===== src/rtl/rtc_bus_scheduler.sv =====
// Request-driven 37-cycle frame sequencer for a parallel RTC with a multiplexed AD bus.
// Define RTC_SCHED_INIT_EN to run one INIT_DATA -> INIT_ADDR write frame after every reset.
module rtc_bus_scheduler #(
    parameter logic [7:0] POLL_BASE   = 8'h21,
    parameter int         NUM_REGS    = 6,
    parameter int         REFRESH_DIV = 1000000,
    parameter logic [7:0] INIT_ADDR   = 8'h02,
    parameter logic [7:0] INIT_DATA   = 8'h00
) (
    input  logic       clk,
    input  logic       reset,
    input  logic       wr_req,
    input  logic [7:0] wr_addr,
    input  logic [7:0] wr_data,
    output logic       wr_ack,
    input  logic       poll_en,
    output logic       rd_valid,
    output logic [7:0] rd_addr,
    output logic [7:0] rd_data,
    output logic       busy,
    output logic       ChipSelect,
    output logic       Read,
    output logic       Write,
    output logic       AoD,
    output logic [7:0] ad_out,
    output logic       ad_oe,
    input  logic [7:0] ad_in
);
    localparam int         TW      = $clog2(REFRESH_DIV);
    localparam int         IW      = $clog2(NUM_REGS + 1);
    localparam logic [5:0] FC_LAST = 6'd37;

    typedef enum logic [1:0] {S_IDLE, S_FRAME, S_INIT} state_t;
    typedef enum logic [1:0] {K_WRITE, K_READ, K_INIT} kind_t;

    state_t          state_reg, state_next;
    kind_t           kind_reg, kind_next;
    logic [5:0]      fc_reg, fc_next;
    logic [7:0]      addr_reg, addr_next;
    logic [7:0]      data_reg, data_next;
    logic [TW-1:0]   timer_reg;
    logic [IW-1:0]   poll_idx_reg;
    logic            poll_pending_reg;
    logic [7:0]      rd_addr_reg, rd_data_reg;

    logic frame_end, grant_slot, grant_init, grant_wr, grant_poll;
    logic poll_avail, timer_wrap, round_done;
    logic [7:0] poll_addr;

    assign frame_end  = (state_reg == S_FRAME) && (fc_reg == FC_LAST);
    assign grant_slot = (state_reg != S_FRAME) || frame_end;
    assign grant_init = grant_slot && (state_reg == S_INIT);
    // The write whose ack is being issued this cycle still has wr_req high; never re-grant it.
    assign grant_wr   = grant_slot && !grant_init && wr_req && !(frame_end && kind_reg == K_WRITE);
    // poll_idx counts granted frames, so reaching NUM_REGS blocks further grants until the last one ends.
    assign poll_avail = poll_pending_reg && poll_en && (poll_idx_reg < IW'(NUM_REGS));
    assign grant_poll = grant_slot && !grant_init && !grant_wr && poll_avail;
    assign timer_wrap = poll_en && (timer_reg == TW'(REFRESH_DIV - 1));
    assign round_done = frame_end && (kind_reg == K_READ) && (poll_idx_reg == IW'(NUM_REGS));
    assign poll_addr  = POLL_BASE + {{(8 - IW){1'b0}}, poll_idx_reg};

    always_comb begin
        state_next = state_reg;
        fc_next    = fc_reg;
        kind_next  = kind_reg;
        addr_next  = addr_reg;
        data_next  = data_reg;
        if (grant_init) begin
            state_next = S_FRAME;
            fc_next    = 6'd1;
            kind_next  = K_INIT;
            addr_next  = INIT_ADDR;
            data_next  = INIT_DATA;
        end else if (grant_wr) begin
            state_next = S_FRAME;
            fc_next    = 6'd1;
            kind_next  = K_WRITE;
            addr_next  = wr_addr;
            data_next  = wr_data;
        end else if (grant_poll) begin
            state_next = S_FRAME;
            fc_next    = 6'd1;
            kind_next  = K_READ;
            addr_next  = poll_addr;
            data_next  = 8'h00;
        end else if (frame_end) begin
            state_next = S_IDLE;
            fc_next    = 6'd0;
        end else if (state_reg == S_FRAME) begin
            fc_next = fc_reg + 6'd1;
        end
    end

    always_ff @(posedge clk) begin
        if (reset) begin
`ifdef RTC_SCHED_INIT_EN
            state_reg <= S_INIT;
`else
            state_reg <= S_IDLE;
`endif
            fc_reg           <= 6'd0;
            kind_reg         <= K_WRITE;
            addr_reg         <= 8'h00;
            data_reg         <= 8'h00;
            timer_reg        <= '0;
            poll_idx_reg     <= '0;
            poll_pending_reg <= 1'b0;
            rd_addr_reg      <= 8'h00;
            rd_data_reg      <= 8'h00;
        end else begin
            state_reg <= state_next;
            fc_reg    <= fc_next;
            kind_reg  <= kind_next;
            addr_reg  <= addr_next;
            data_reg  <= data_next;

            if (!poll_en || timer_wrap)
                timer_reg <= '0;
            else
                timer_reg <= timer_reg + 1'b1;

            // Ending a round wins over a coincident wrap, so that trigger is dropped.
            if (!poll_en || round_done) begin
                poll_pending_reg <= 1'b0;
                poll_idx_reg     <= '0;
            end else begin
                if (timer_wrap)
                    poll_pending_reg <= 1'b1;
                if (grant_poll)
                    poll_idx_reg <= poll_idx_reg + 1'b1;
            end

            if (state_reg == S_FRAME && kind_reg == K_READ && fc_reg == 6'd26) begin
                rd_addr_reg <= addr_reg;
                rd_data_reg <= ad_in;
            end
        end
    end

    assign rd_addr = rd_addr_reg;
    assign rd_data = rd_data_reg;

    always_comb begin
        ChipSelect = 1'b1;
        Read       = 1'b1;
        Write      = 1'b1;
        AoD        = 1'b1;
        ad_oe      = 1'b0;
        ad_out     = 8'h00;
        busy       = 1'b0;
        wr_ack     = 1'b0;
        rd_valid   = 1'b0;
        if (state_reg == S_FRAME) begin
            busy = 1'b1;
            if (fc_reg >= 6'd1 && fc_reg <= 6'd8) begin
                ChipSelect = 1'b0;
                AoD        = 1'b0;
                ad_oe      = 1'b1;
                ad_out     = addr_reg;
            end
            if (fc_reg >= 6'd2 && fc_reg <= 6'd7)
                Write = 1'b0;
            if (fc_reg >= 6'd20 && fc_reg <= 6'd27) begin
                ChipSelect = 1'b0;
                if (kind_reg != K_READ) begin
                    ad_oe  = 1'b1;
                    ad_out = data_reg;
                end
            end
            if (fc_reg >= 6'd21 && fc_reg <= 6'd26) begin
                if (kind_reg == K_READ)
                    Read = 1'b0;
                else
                    Write = 1'b0;
            end
            wr_ack   = (fc_reg == FC_LAST) && (kind_reg == K_WRITE);
            rd_valid = (fc_reg == 6'd27) && (kind_reg == K_READ);
        end
    end
endmodule

===== config.mk =====
export PLATFORM = sky130hd
export DESIGN_NAME = rtc_bus_scheduler
export DESIGN_NICKNAME = d
export VERILOG_FILES = /design/src/rtl/rtc_bus_scheduler.sv
export SDC_FILE = /design/constraint.sdc
export NUM_CORES = 1
export LEC_CHECK = 0
export ABC_AREA = 1
export BUFFER_PORTS_ARGS = -buffer_cell sky130_fd_sc_hd__buf_4
export CORE_MARGIN = 4
export CORE_UTILIZATION = 31
export CTS_CLUSTER_SIZE = 10
export DETAILED_ROUTE_END_ITERATION = 8
export GPL_TIMING_DRIVEN = 0
export PLACE_DENSITY = 0.61
export SLEW_MARGIN = 20
export SYNTH_ARGS = -nofsm -noshare
export SYNTH_HDL_FRONTEND = slang
export SYNTH_SLANG_ARGS = --single-unit

===== constraint.sdc =====
create_clock -name clk -period 2.07 [get_ports clk]
set_input_delay 0.5175 -clock clk [delete_from_list [all_inputs] [get_ports clk]]
set_output_delay 0.5175 -clock clk [all_outputs]
set_load 0.02 [all_outputs]

# Yosys cells after proc, flatten, opt, wreduce, memory -nomap -nowiden
# Index checks and enable logic that the tools add are counted.
[word_totals]
regBits = 65
input_bits = 28
out_inout_bits = 32
word_cells = 103
[classes]
n_addsub = 4
magnitude_cmp = 9
n_eq_ne = 7
n_mux = 35
bitwise = 1
n_reduce_logical = 34
[op_table]
columns = ["cell", "n"]
rows = [
  ["2-to-1 mux 8 bit", 8],
  ["2-to-1 mux 1 bit", 25],
  ["adder 20 x 1 -> 20 bit, second input constant", 1],
  ["== test 20 bit, second input constant", 1],
  ["logical AND 1 bit", 19],
  ["== test 6 x 5 -> 1 bit, second input constant", 2],
  [">= comparator 6 x 5 -> 1 bit, second input constant", 2],
  ["<= comparator 6 x 5 -> 1 bit, second input constant", 2],
  ["adder 6 x 3 -> 7 bit, first input constant", 1],
  ["adder 6 x 1 -> 6 bit, second input constant", 1],
  ["== test 6 bit, second input constant", 1],
  [">= comparator 6 x 1 -> 1 bit, second input constant", 1],
  [">= comparator 6 x 2 -> 1 bit, second input constant", 1],
  ["<= comparator 6 x 3 -> 1 bit, second input constant", 1],
  ["<= comparator 6 x 4 -> 1 bit, second input constant", 1],
  ["OR reduction 2 bit", 3],
  ["nonzero test 5 bit", 1],
  ["2-to-1 mux 2 bit", 2],
  ["nonzero test 4 bit", 1],
  ["OR reduction 4 bit", 1],
  ["adder 3 x 1 -> 3 bit, second input constant", 1],
  ["== test 3 bit, second input constant", 1],
  ["zero test 1 bit", 3],
  ["logical OR 1 bit", 3],
  ["other kinds (7)", 7],
]

# Logic depth before layout (Yosys ltp)
# Gate-level depths: netlist (run 1).
[logic_depth]
depth_word = 10
depth_mapped = 11
mapped_depth_nobuf = 11

# Least setup slack after synthesis (run 1)
# Ideal clock, no wire load.
[synth_path]
path_kind = "reg-to-output"
startpoint = "register fc_reg[0]"
endpoint = "output port ad_oe"
arrival_ps = 1625
required_time_ps = 1553
path_slack_ps = -73
path_stages_with_launch = 8
cell_sequence = "dfxtp_1 > inv_1 > ha_1 > inv_1 > nor2_1 > a211oi_2 > nand2_1 > nand2_1"
[synth_via]
elab_chain_len = 6
[synth_rtl]
columns = ["element", "line_no", "rtl"]
rows = [
  ["start: declaration", "38", "logic [5:0] fc_reg, fc_next;"],
  ["start signal: assignment", "112", "fc_reg <= fc_next;"],
  [">= comparator 6 x 1 -> 1 bit / <= comparator 6 x 4 -> 1 bit (equally long branches)", "155", "if (fc_reg >= 6'd1 && fc_reg <= 6'd8) begin"],
  ["logical AND 1 bit", "155", ""],
  ["2-to-1 mux 1 bit", "155", ""],
  ["2-to-1 mux 1 bit", "165", "if (kind_reg != K_READ) begin"],
  ["2-to-1 mux 1 bit (*)", "163", "if (fc_reg >= 6'd20 && fc_reg <= 6'd27) begin"],
  ["2-to-1 mux 1 bit (*)", "153", "if (state_reg == S_FRAME) begin"],
  ["end: declaration", "26", "output logic ad_oe,"],
]
# Mark *: on every way between the ends. The rest lies on a longest branch, timed or not.

# Worst setup path in the final report (run 1)
[layout_path]
startpoint = "register fc_reg[1]"
endpoint = "output port ad_out[5]"
[layout_via]
elab_chain_len = 6
[layout_rtl]
columns = ["element", "line_no", "rtl"]
rows = [
  [">= comparator 6 x 1 -> 1 bit / <= comparator 6 x 4 -> 1 bit (equally long branches)", "155", ""],
  ["logical AND 1 bit", "155", ""],
  ["2-to-1 mux 8 bit", "155", ""],
  ["2-to-1 mux 8 bit", "165", ""],
  ["2-to-1 mux 8 bit (*)", "163", ""],
  ["2-to-1 mux 8 bit (*)", "153", ""],
  ["end: declaration", "25", "output logic [7:0] ad_out,"],
]
# Marks and branches as above.

==> impl_results.rst, run 1 <==
.. list-table::
   :header-rows: 1

   * - Metric
     - Value
   * - Result of the run
     - complete, but fails checks
   * - Cell breakdown of the critical path
     - inv_4, ha_4, inv_4, nor2_4, a211oi_4, buf_6, nand2_1, a21oi_2, buf_6
   * - Die Ht
     - ~110 um
   * - Average via count per standard cell
     - 4.84
   * - Slew Viols, Final
     - 0
   * - Share of the yosys chip area belonging to registers
     - a little over 40%
   * - Register-to-Register Path Depth
     - 9
   * - Hold Fails Final Rpt
     - 0
   * - Required time reported for the critical path endpoint
     - 1550 ps
   * - Via count of the first global-routing pass
     - 3078
   * - Total wire length after detailed routing
     - 8.80 mm
   * - Input/output buffers
     - 58
   * - Launch point of the critical path
     - fc_reg[1]$_SDFFE_PP0P_
   * - Worst Max-Slew Pin Slew
     - 470 ps
   * - Number of design-rule violations left by the first detailed-router iteration
     - 184
   * - # IOs
     - 60
   * - Number of clock buffers inserted by TritonCTS
     - 9
   * - Final setup violation count
     - 12
   * - Critical path buffer and inverter count
     - 4
   * - Highest achievable clock rate
     - 428 MHz
   * - Number of iterations in the first detailed-routing pass
     - 4
   * - Cts-stage hold buffer count
     - 0
   * - Dominant synthesized flop cell
     - sky130_fd_sc_hd__dfxtp_1
   * - Worst reg-to-reg setup slack
     - approximately 160 ps
   * - Final net count
     - ~560
   * - Remaining antenna violation count after routing
     - 0
   * - Post-synthesis instance area
     - ~3200 sq um
   * - Gpl congestion
     - 0.838
   * - Final cycle utilization of the critical path
     - 113%
   * - Hold Path Origin
     - wr_data[4]
   * - Synth top area share
     - slightly above 40%
   * - Worst-path fanout max
     - 5
   * - Final std cells w/o fill
     - 661
   * - Worst EP arrival
     - 1820 ps
   * - Clock transition time at the flip-flop clock pins of the worst setup and hold paths
     - 80 ps
   * - Remaining routing DRC violations
     - 0
   * - CTS Sinks
     - 64
   * - Warning count from the yosys run
     - 0
   * - Layout cells sized above 1
     - 28.0%
   * - Initial core utilization
     - about 32%
   * - Mean instance size in the synthesized netlist
     - 7.22 sq um
   * - Simple-gate share of the synthesized area
     - 25.0%
   * - Hold WC Path Type
     - primary input to register
   * - Cell type with the highest aggregate area in the netlist
     - sky130_fd_sc_hd__dfxtp_1
   * - Critical Setup Path Class
     - register to primary output
   * - Instance count on the critical path
     - 9
   * - Die Width
     - 109 um
   * - Antenna violations before repair
     - 0
   * - Clock insertion delay at the later pin of the skew report
     - 350 ps
   * - Worst vdd rail ir drop
     - between 200 and 300 uV
   * - Reg2reg end
     - timer_reg[16]$_SDFF_PP0_
   * - Yosys cell types
     - 32
   * - Design Power
     - 2.70 mW
   * - Total gr overflow
     - 0
   * - Std-Cell Core Area
     - 9910 sq um
   * - Number of maximum-capacitance violations
     - 0
   * - Worst clock skew
     - 11.4 ps
   * - Highest metal layer with signal wires
     - met4
   * - Unrepaired setup endpoints after global routing
     - true
   * - Routed wire length on met3
     - 458 um
   * - Pre-CTS worst setup slack
     - -164 ps
   * - Met2 wire len
     - between 3 and 4 mm
   * - Delay contributed by the slowest stage of the critical path
     - 350 ps
   * - Share of flip-flops with an asynchronous set or reset after synthesis
     - 0%
   * - Compound-gate portion of the synthesized area
     - 19.3%
   * - Clock tree from TritonCTS
     - built
   * - Synth-to-layout area growth
     - 34.9%
   * - Leading post-synthesis cells by cell area
     - sky130_fd_sc_hd__dfxtp_1 40%, sky130_fd_sc_hd__nand2_1 9.7%, sky130_fd_sc_hd__a21oi_1 8.6%
   * - Sort of element at the start of the critical path
     - register
   * - Largest net degree at the start of global routing
     - 13
   * - Multiplexer share of the synthesized area
     - 0%
   * - Flops & latches, synth
     - 64
   * - Critical Path Slowest Stage Cell
     - sky130_fd_sc_hd__dfxtp_2
   * - Number of flops mapped to enable cells by yosys
     - 0
   * - Flip-flop count of the largest register after layout
     - 20
   * - Standard-cell rows
     - 36
   * - Failing checks
     - negative setup slack
   * - Number of cells in the design after placement
     - 632
   * - Die outline area
     - approximately 12000 sq um
   * - Final WS setup
     - -267 ps
   * - Antenna cell count
     - 0
   * - Kind of capture point of the worst setup path
     - primary output
   * - Power Dens Cells
     - 627 nW/um^2
   * - Instance count of the mapped netlist
     - 441
   * - CTS H-tree depth
     - 3
   * - R2R Path Start
     - timer_reg[0]$_SDFF_PP0_
   * - Remaining max-slew budget at the tightest pin
     - 68.7%
   * - Wire length on met1
     - 4.29 mm
   * - Reported leakage power
     - 1.58 nW
   * - Share of the synthesized netlist area taken by xor and xnor gates
     - between 3 and 4%
   * - Largest family of logic cells by synthesized area
     - simple AND/OR/NAND/NOR gates
   * - Count of vias placed by the detailed router
     - ~3200
   * - Clock period minus worst slack
     - roughly 2300 ps
   * - Adder-cell share of the synthesized area
     - ~2.4%
   * - Wire length of the first global-routing pass
     - 14.7 mm
   * - Worst setup path endpoint
     - ad_out[5]
   * - Cell family with most CP delay
     - buffers and inverters
   * - Wirelength per Cell
     - 13.3 um
   * - Total nets after synthesis
     - 475
   * - CTS Root Cell
     - sky130_fd_sc_hd__clkbuf_8
   * - Max clock buf depth
     - 2
   * - Total global routing track utilization
     - around 15%
   * - HPWL Detailed
     - roughly 6.4 mm
-- final cells by class --
class | instances | area [sq um]
buffer | 18 | 110
clock buffer | 9 | 124
clock inverter | 7 | 71.3
fill | 1024 | 5610
inverter | 57 | 219
multi-input combinational | 302 | 1740
sequential | 64 | 1290
tap | 133 | 166
timing repair buffer | 71 | 576
-- layout by cell type (no fill, tap or decap), drive strengths merged, types with 11 or more instances in the layout --
cell and instances:
dfxtp 64, nand4 16, a21oi 55, xor2 11, nand3 21, clkbuf 18
inv 58, nor3 13, o211ai 16, nand2 83, nor2 36, buf 80
o21ai 37
-- layer usage --
| layer | global-route usage (%) | up-vias |
|---|---|---|
| met5 | 0 | - |
| met3 | 4.05 | 16 |
| met4 | 4.90 | 0 |
| met1 | 21.7 | 1465 |
| met2 | 22.9 | 83 |
| li1 | - | 1637 |
-- Yosys cell counts (5+ instances only) --
library cell / count
sky130_fd_sc_hd__ha_1: 6
sky130_fd_sc_hd__o21ai_0: 35
sky130_fd_sc_hd__nor3_1: 12
sky130_fd_sc_hd__o211ai_1: 16
sky130_fd_sc_hd__nor2_1: 34
sky130_fd_sc_hd__a21oi_1: 55
sky130_fd_sc_hd__nand3_1: 18
sky130_fd_sc_hd__xor2_1: 11
sky130_fd_sc_hd__clkbuf_1: 9
sky130_fd_sc_hd__inv_1: 55
sky130_fd_sc_hd__buf_2: 5
sky130_fd_sc_hd__nand2_1: 82
sky130_fd_sc_hd__nand4_1: 16
sky130_fd_sc_hd__dfxtp_1: 64
-- worst reg2reg max path, delay by kind of cell (launching register included) --
family        cells  cell delay, ps
simple gates      5             810
flops             1             430
fa+ha+maj         1             260
buf+inv           2             160
xor+xnor          1             130
-- report_power, final --
group | switching (mW) | leakage [nW] | internal (mW)
registers | 0.0236 | 0.522 | 1.26
clock network | 0.517 | 0.0916 | 0.555
logic | 0.189 | 0.971 | 0.155
-- timing repair --
action	CTS	global route
setup endpoints to repair	14	23
pin swaps	8	8
setup buffers	10	1
gates cloned	2	0
gates resized for setup	44	31
-- how the worst min path moves through the flow --
stage / cells past startpoint / endpoint
after global routing: 3 / addr_reg[7]$_SDFFE_PP0P_
after floorplan: 2 / poll_pending_reg$_SDFFE_PP0P_
after detailed placement: 2 / rd_data[0]$_SDFFE_PP0P_
final: 3 / data_reg[4]$_SDFFE_PP0P_
after CTS: 3 / data_reg[4]$_SDFFE_PP0P_
after global placement: 2 / rd_data[5]$_SDFFE_PP0P_
-- logic make-up (layout without fill, tap and decap cells) --
kind of cell	count (synthesis)	in the layout
simple gates	174	174
xor+xnor	12	12
flops	64	64
buf+inv	75	162
fa+ha+maj	6	6
compound gates	110	110
-- through the flow --
step | cell area [sq um] | hold WS, ps | utilization (%) | setup TNS [ps]
floorplan | 3190 | 431 | - | -106
global placement | 3790 | 434 | 38.3 | -1060
detailed placement | 3790 | 437 | 38.3 | -922
CTS | 4190 | 414 | 42.3 | -2690
global route | 4300 | 406 | 43.4 | -3700
finish | 4300 | 418 | 43.4 | -2690
Power figures use the tool's default switching activity.
==> run 2: changes to the inputs <==
RECOVER_POWER = 50   (was unset)
clock period = 2.45 ns   (was 2.07 ns; I/O delays follow)
==> impl_results.rst, run 2 (synthesis results as in run 1) <==
.. list-table::
   :header-rows: 1

   * - Metric
     - Value
   * - Result of the run
     - complete, no violations
   * - Total global routing track utilization
     - approximately 15%
   * - Flip-flop count of the largest register after layout
     - 20
   * - # IOs
     - 60
   * - Clock period minus worst slack
     - between 2000 and 2500 ps
   * - CTS Root Cell
     - sky130_fd_sc_hd__clkbuf_8
   * - Worst clock skew
     - 11.4 ps
   * - Critical Path Slowest Stage Cell
     - sky130_fd_sc_hd__dfxtp_2
   * - Number of maximum-capacitance violations
     - 0
   * - Highest-count cells in the layout ignoring fill and taps
     - 74 x sky130_fd_sc_hd__nand2_1, 59 x sky130_fd_sc_hd__dfxtp_1, 50 x sky130_fd_sc_hd__inv_1, 46 x sky130_fd_sc_hd__a21oi_1, 43 x sky130_fd_sc_hd__buf_4
   * - Met1 track demand over resource
     - 21.6%
   * - Reported leakage power
     - approximately 1.5 nW
   * - Final cycle utilization of the critical path
     - 97.9%
   * - Gpl congestion
     - 0.874
   * - Worst-path fanout max
     - 5
   * - Clock transition time at the flip-flop clock pins of the worst setup and hold paths
     - 80 ps
   * - Clock tree from TritonCTS
     - built
   * - Cts-stage hold buffer count
     - 0
   * - Die outline area
     - 12000 sq um
   * - Delay contributed by the slowest stage of the critical path
     - 360 ps
   * - Commonest non-fill, non-tap cell in the layout
     - sky130_fd_sc_hd__nand2_1
   * - Sort of element at the start of the critical path
     - register
   * - Critical Setup Path Class
     - register to primary output
   * - Number of iterations in the first detailed-routing pass
     - 4
   * - Slew Viols, Final
     - 0
   * - Worst Max-Slew Pin Slew
     - 716 ps
   * - Final standard cell utilization of the core
     - between 40 and 50%
   * - Antenna violations before repair
     - 0
   * - Total wire length after detailed routing
     - roughly 9 mm
   * - Die Ht
     - 109 um
   * - Design Power
     - 2.36 mW
   * - Initial core utilization
     - around a third
   * - GRT met3 Usage
     - 2.64%
   * - Worst EP arrival
     - 1790 ps
   * - Power Dens Cells
     - 563 nW/um^2
   * - Largest net degree at the start of global routing
     - 13
   * - CTS H-tree depth
     - 3
   * - Hold Fails Final Rpt
     - 0
   * - Average via count per standard cell
     - 4.82
   * - Required time reported for the critical path endpoint
     - approximately 1800 ps
   * - Register-to-Register Path Depth
     - 9
   * - Total gr overflow
     - 0
   * - Remaining antenna violation count after routing
     - 0
   * - Final setup violation count
     - 0
   * - Critical path buffer and inverter count
     - 4
   * - Instance count along the most critical hold path
     - 2
   * - Max clock buf depth
     - 2
   * - Number of clock buffers inserted by TritonCTS
     - 9
   * - WHS Endpoint
     - rd_data[7]$_SDFFE_PP0P_
   * - Via count of the first global-routing pass
     - 3107
   * - Remaining routing DRC violations
     - 0
   * - Wire length of the first global-routing pass
     - between 10 and 15 mm
   * - Worst vdd rail ir drop
     - 304 uV
   * - Final net count
     - 554
   * - Cell breakdown of the critical path
     - inv_4, ha_4, inv_2, nor2_2, a211oi_4, buf_6, nand2_2, a21oi_2, buf_4
   * - Wirelength per Cell
     - approximately 13 um
   * - HPWL Detailed
     - between 6 and 7 mm
   * - Standard-cell rows
     - 36
   * - Final TNS setup
     - 0 ps
   * - Std-Cell Core Area
     - between 9000 and 10000 sq um
   * - Input/output buffers
     - 58
   * - Clock insertion delay at the later pin of the skew report
     - 340 ps
   * - Remaining max-slew budget at the tightest pin
     - 52.0%
   * - Synth-to-layout area growth
     - 31.7%
   * - Kind of capture point of the worst setup path
     - primary output
   * - Worst reg-to-reg setup slack
     - 170 ps
   * - Met2 Usage GRT
     - 22.8%
   * - Unrepaired setup endpoints after global routing
     - true
   * - CTS Sinks
     - 64
   * - Highest achievable clock rate
     - 417 MHz
   * - Layout cells sized above 1
     - around a quarter
   * - Reg2reg end
     - fc_reg[4]$_SDFFE_PP0P_
   * - Number of design-rule violations left by the first detailed-router iteration
     - 158
   * - Global routing's busiest layer
     - met2
   * - Hold Path Origin
     - rd_data[7]$_SDFFE_PP0P_
   * - Cell family with most CP delay
     - buffers and inverters
   * - Hold WC Path Type
     - register to register
   * - Die Width
     - 109 um
   * - Count of vias placed by the detailed router
     - 3174
   * - Antenna cell count
     - 0
   * - R2R Path Start
     - fc_reg[0]$_SDFFE_PP0P_
## run 2: repair_timing
action | CTS | global route
gates cloned | 2 | 0
pin swaps | 7 | 7
setup buffers | 9 | 1
resized for setup | 38 | 33
setup endpoints to repair | 11 | 11
## run 2: power breakdown
group | switching (mW) | internal, mW | total (mW)
logic | 0.155 | 0.120 | 0.275
clock network | 0.430 | 0.572 | 1.00
registers | 0.0225 | 1.06 | 1.08
## run 2: worst reg2reg max path, delay by kind of cell (launching register included)
kind | cells | cell delay [ps]
and+or+nand+nor | 4 | 590
AOI/OAI and AO/OA | 2 | 890
buffers and inverters | 2 | 210
adders and majority gates | 1 | 130
DFF | 1 | 360
## run 2: per-stage QoR
| step | worst slack [ps] | area (sq um) | cells | hold WS [ps] |
|---|---|---|---|---|
| 6_report | 51.5 | 4200 | 658 | 445 |
| 2_1_floorplan | 212 | 3180 | 441 | 431 |
| 5_1_grt | -49.3 | 4200 | 658 | 466 |
| 3_3_place_gp | -15.3 | 3790 | 632 | 434 |
| 3_5_place_dp | -54.0 | 3790 | 632 | 439 |
| 4_1_cts | -18.9 | 4230 | 659 | 450 |
## run 2: worst max-delay path by stage
stage | depth (start not counted) | start | to | slack (ps)
2_1_floorplan | 7 | fc_reg[0]$_SDFFE_PP0P_ | ad_oe | 210
3_3_place_gp | 8 | fc_reg[0]$_SDFFE_PP0P_ | ad_out[5] | -20
3_5_place_dp | 8 | fc_reg[0]$_SDFFE_PP0P_ | ad_out[5] | -50
4_1_cts | 10 | fc_reg[1]$_SDFFE_PP0P_ | ad_out[5] | -20
5_1_grt | 9 | fc_reg[1]$_SDFFE_PP0P_ | ad_out[0] | -50
6_report | 9 | fc_reg[1]$_SDFFE_PP0P_ | ad_out[5] | 50
## run 2: per-layer routing
metal | vias up | wire (um)
met5 | - | 0
met1 | 1446 | 4260
met2 | 90 | 3870
met3 | 12 | 535
li1 | 1626 | -
met4 | 0 | 129
## run 2: layout make-up
class                   instances  area [sq um]
fillers                      1035          5710
multi-input cells             302          1720
flip-flops and latches         64          1290
repair buffers                 68           480
inverters                      57           216
well taps                     133           166
clock buffers                   9           124
plain buffers                  18           100
clock inverters                 7          96.3
==> run 3: changes to the inputs <==
CORE_UTILIZATION = 45   (was 31)
PLACE_DENSITY = 0.78   (was 0.61)
clock period = 3.03 ns   (was 2.45 ns; I/O delays follow)
==> impl_results.rst, run 3 (synthesis results as in run 1) <==
.. list-table::
   :header-rows: 1

   * - Metric
     - Value
   * - Result of the run
     - complete, no violations
   * - Final setup violation count
     - 0
   * - Total wire length after detailed routing
     - around 8.2 mm
   * - Clk network pwr share
     - 43.0%
   * - Total global routing track utilization
     - between 20% and 30%
   * - Average via count per standard cell
     - 5.26
   * - Power Dens Cells
     - 476 nW/um^2
   * - Design Power
     - roughly 1.8 mW
   * - Clock tree from TritonCTS
     - built
   * - Switching part of the total
     - 23.5%
   * - Highest achievable clock rate
     - 348 MHz
   * - Remaining max-slew budget at the tightest pin
     - 55.2%
   * - Cts-stage hold buffer count
     - 0
   * - # IOs
     - 60
   * - Number of iterations in the first detailed-routing pass
     - 5
   * - Sort of element at the start of the critical path
     - register
   * - Clock period minus worst slack
     - about 2900 ps
   * - Worst Max-Slew Pin Slew
     - ~660 ps
   * - Initial core utilization
     - 46.6%
   * - Input/output buffers
     - slightly below 60
   * - Via count of the first global-routing pass
     - roughly 3000
   * - Buffer count from post-CTS setup fixing
     - 0
   * - Worst clock skew
     - 7.96 ps
   * - Die Width
     - 92.1 um
   * - Std-Cell Core Area
     - 6830 sq um
   * - Critical Path Slowest Stage Cell
     - sky130_fd_sc_hd__dfxtp_1
   * - Total gr overflow
     - 0
   * - Unrepaired setup endpoints after global routing
     - false
   * - Commonest non-fill, non-tap cell in the layout
     - sky130_fd_sc_hd__nand2_1
   * - Highest-count cells in the layout ignoring fill and taps
     - 82 x sky130_fd_sc_hd__nand2_1, 64 x sky130_fd_sc_hd__dfxtp_1, 55 x sky130_fd_sc_hd__inv_1, 55 x sky130_fd_sc_hd__a21oi_1, 42 x sky130_fd_sc_hd__buf_4
   * - Hold Fails Final Rpt
     - 0
   * - Cell breakdown of the critical path
     - nand2_1, inv_1, a21oi_1, and2_1, nand2_1, buf_2, o21ai_0, a21oi_1, buf_4
   * - Final WS setup
     - 156 ps
   * - Internal portion of total power
     - approximately 1.4 mW
   * - Final TNS setup
     - 0 ps
   * - Required time reported for the critical path endpoint
     - 2270 ps
   * - Wire length of the first global-routing pass
     - 13.8 mm
   * - Wirelength per Cell
     - 13.4 um
   * - Max clock buf depth
     - 2
   * - Worst vdd rail ir drop
     - 167 uV
   * - Remaining antenna violation count after routing
     - 0
   * - Critical path buffer and inverter count
     - 3
   * - Largest net degree at the start of global routing
     - 11
   * - Cell family with most CP delay
     - buffers and inverters
   * - Die Ht
     - ~92 um
   * - Flip-flop count of the largest register after layout
     - 20
   * - Filler cell count in the final layout
     - roughly 700
   * - CTS Sinks
     - 64
   * - Clock insertion delay at the later pin of the skew report
     - 340 ps
   * - Antenna violations before repair
     - 0
   * - Quantity of gates resized following cts
     - 0
   * - HPWL Detailed
     - approximately 6.1 mm
   * - Switching pwr
     - 430 uW
   * - Standard-cell rows
     - 30
   * - Combinational power share
     - 9.3%
   * - Antenna cell count
     - 0
   * - Clock transition time at the flip-flop clock pins of the worst setup and hold paths
     - 60 ps
   * - Final cycle utilization of the critical path
     - 94.8%
   * - Instance count along the most critical hold path
     - 2
   * - WHS Endpoint
     - rd_data[4]$_SDFFE_PP0P_
   * - CTS Root Cell
     - sky130_fd_sc_hd__clkbuf_8
   * - Pre-CTS worst setup slack
     - 429 ps
   * - Reg2reg end
     - addr_reg[6]$_SDFFE_PP0P_
   * - Number of cells in the design after placement
     - between 500 and 600
   * - Gpl congestion
     - 0.933
   * - Slew Viols, Final
     - 0
   * - Final net count
     - 544
   * - Worst EP arrival
     - 2120 ps
   * - Hold Path Origin
     - rd_data[4]$_SDFFE_PP0P_
   * - Register-to-Register Path Depth
     - 9
   * - Count of vias placed by the detailed router
     - 3202
   * - Delay contributed by the slowest stage of the critical path
     - 430 ps
   * - Kind of capture point of the worst setup path
     - primary output
   * - Number of maximum-capacitance violations
     - 0
   * - Hold WC Path Type
     - register to register
   * - Number of design-rule violations left by the first detailed-router iteration
     - 193
   * - Die outline area
     - 8490 sq um
   * - R2R Path Start
     - fc_reg[1]$_SDFFE_PP0P_
   * - Remaining routing DRC violations
     - 0
   * - Seq pwr share
     - 47.7%
   * - Layout cells sized above 1
     - 14.0%
   * - Final std cells w/o fill
     - 609
   * - Critical Setup Path Class
     - register to primary output
   * - Reported leakage power
     - 1.42 nW
   * - Worst reg-to-reg setup slack
     - about 450 ps
   * - Worst-path fanout max
     - 10
   * - CTS H-tree depth
     - 3
   * - Synth-to-layout area growth
     - 20.6%
   * - Number of clock buffers inserted by TritonCTS
     - 9
run 3: cell types whose count changed in the layout (fill, tap and decap cells not counted), sizes merged:
cell / before / now
buf: 59 / 48
clkinvlp: 3 / 0
clkbuf: 36 / 38
run 3: routing by layer:
| layer | track usage [%] | wire (um) | vias up | part of all wire (%) |
|---|---|---|---|---|
| li1 | - | - | 1598 | - |
| met1 | 26.0 | 3740 | 1479 | 46 |
| met2 | 32.4 | 3810 | 107 | 47 |
| met3 | 4.68 | 414 | 18 | 5.1 |
| met4 | 7.55 | 210 | 0 | 2.6 |
| met5 | 0 | 0 | - | 0 |
run 3: power by group through the flow:
stage	sequential [mW]	combinational, mW	clock (mW)
after floorplan	0.888	0.107	0
after global placement	0.891	0.170	0
after detailed placement	0.892	0.172	0
after CTS	0.873	0.173	0.803
after global routing	0.875	0.190	0.844
final	0.874	0.170	0.786
run 3: layout make-up:
class	instances	area (sq um)	share of cell area [%]
multi-input combinational	302	1560	40.7
sequential	64	1280	33.4
timing repair buffer	58	372	9.67
inverter	57	214	5.57
clock buffer	10	138	3.58
tap	96	120	3.13
buffer	18	85.1	2.21
clock inverter	4	70.1	1.82
run 3: how the worst max path moves through the flow:
stage	from	to	slack, ps	depth (start not counted)
floorplan	fc_reg[0]$_SDFFE_PP0P_	ad_oe	650	7
global placement	fc_reg[0]$_SDFFE_PP0P_	ad_out[4]	470	8
detailed placement	fc_reg[0]$_SDFFE_PP0P_	ad_out[1]	430	8
CTS	fc_reg[0]$_SDFFE_PP0P_	ad_out[1]	60	8
global route	fc_reg[1]$_SDFFE_PP0P_	ad_out[2]	20	8
finish	fc_reg[3]$_SDFFE_PP0P_	ad_out[5]	160	9
run 3: stage by stage:
stage               instance area (sq um)  util, %  hold WS [ps]
finish                               3840     56.2           446
detailed placement                   3740     54.7           440
floorplan                            3180        -           431
global placement                     3740     54.7           432
CTS                                  3950     57.8           450
global route                         3840     56.2           473
run 3: worst min-delay path, cell delays in order, from the launching register on:
cell	delay, ps
sky130_fd_sc_hd__dfxtp_1	310
sky130_fd_sc_hd__inv_1	50
sky130_fd_sc_hd__a21oi_1	50
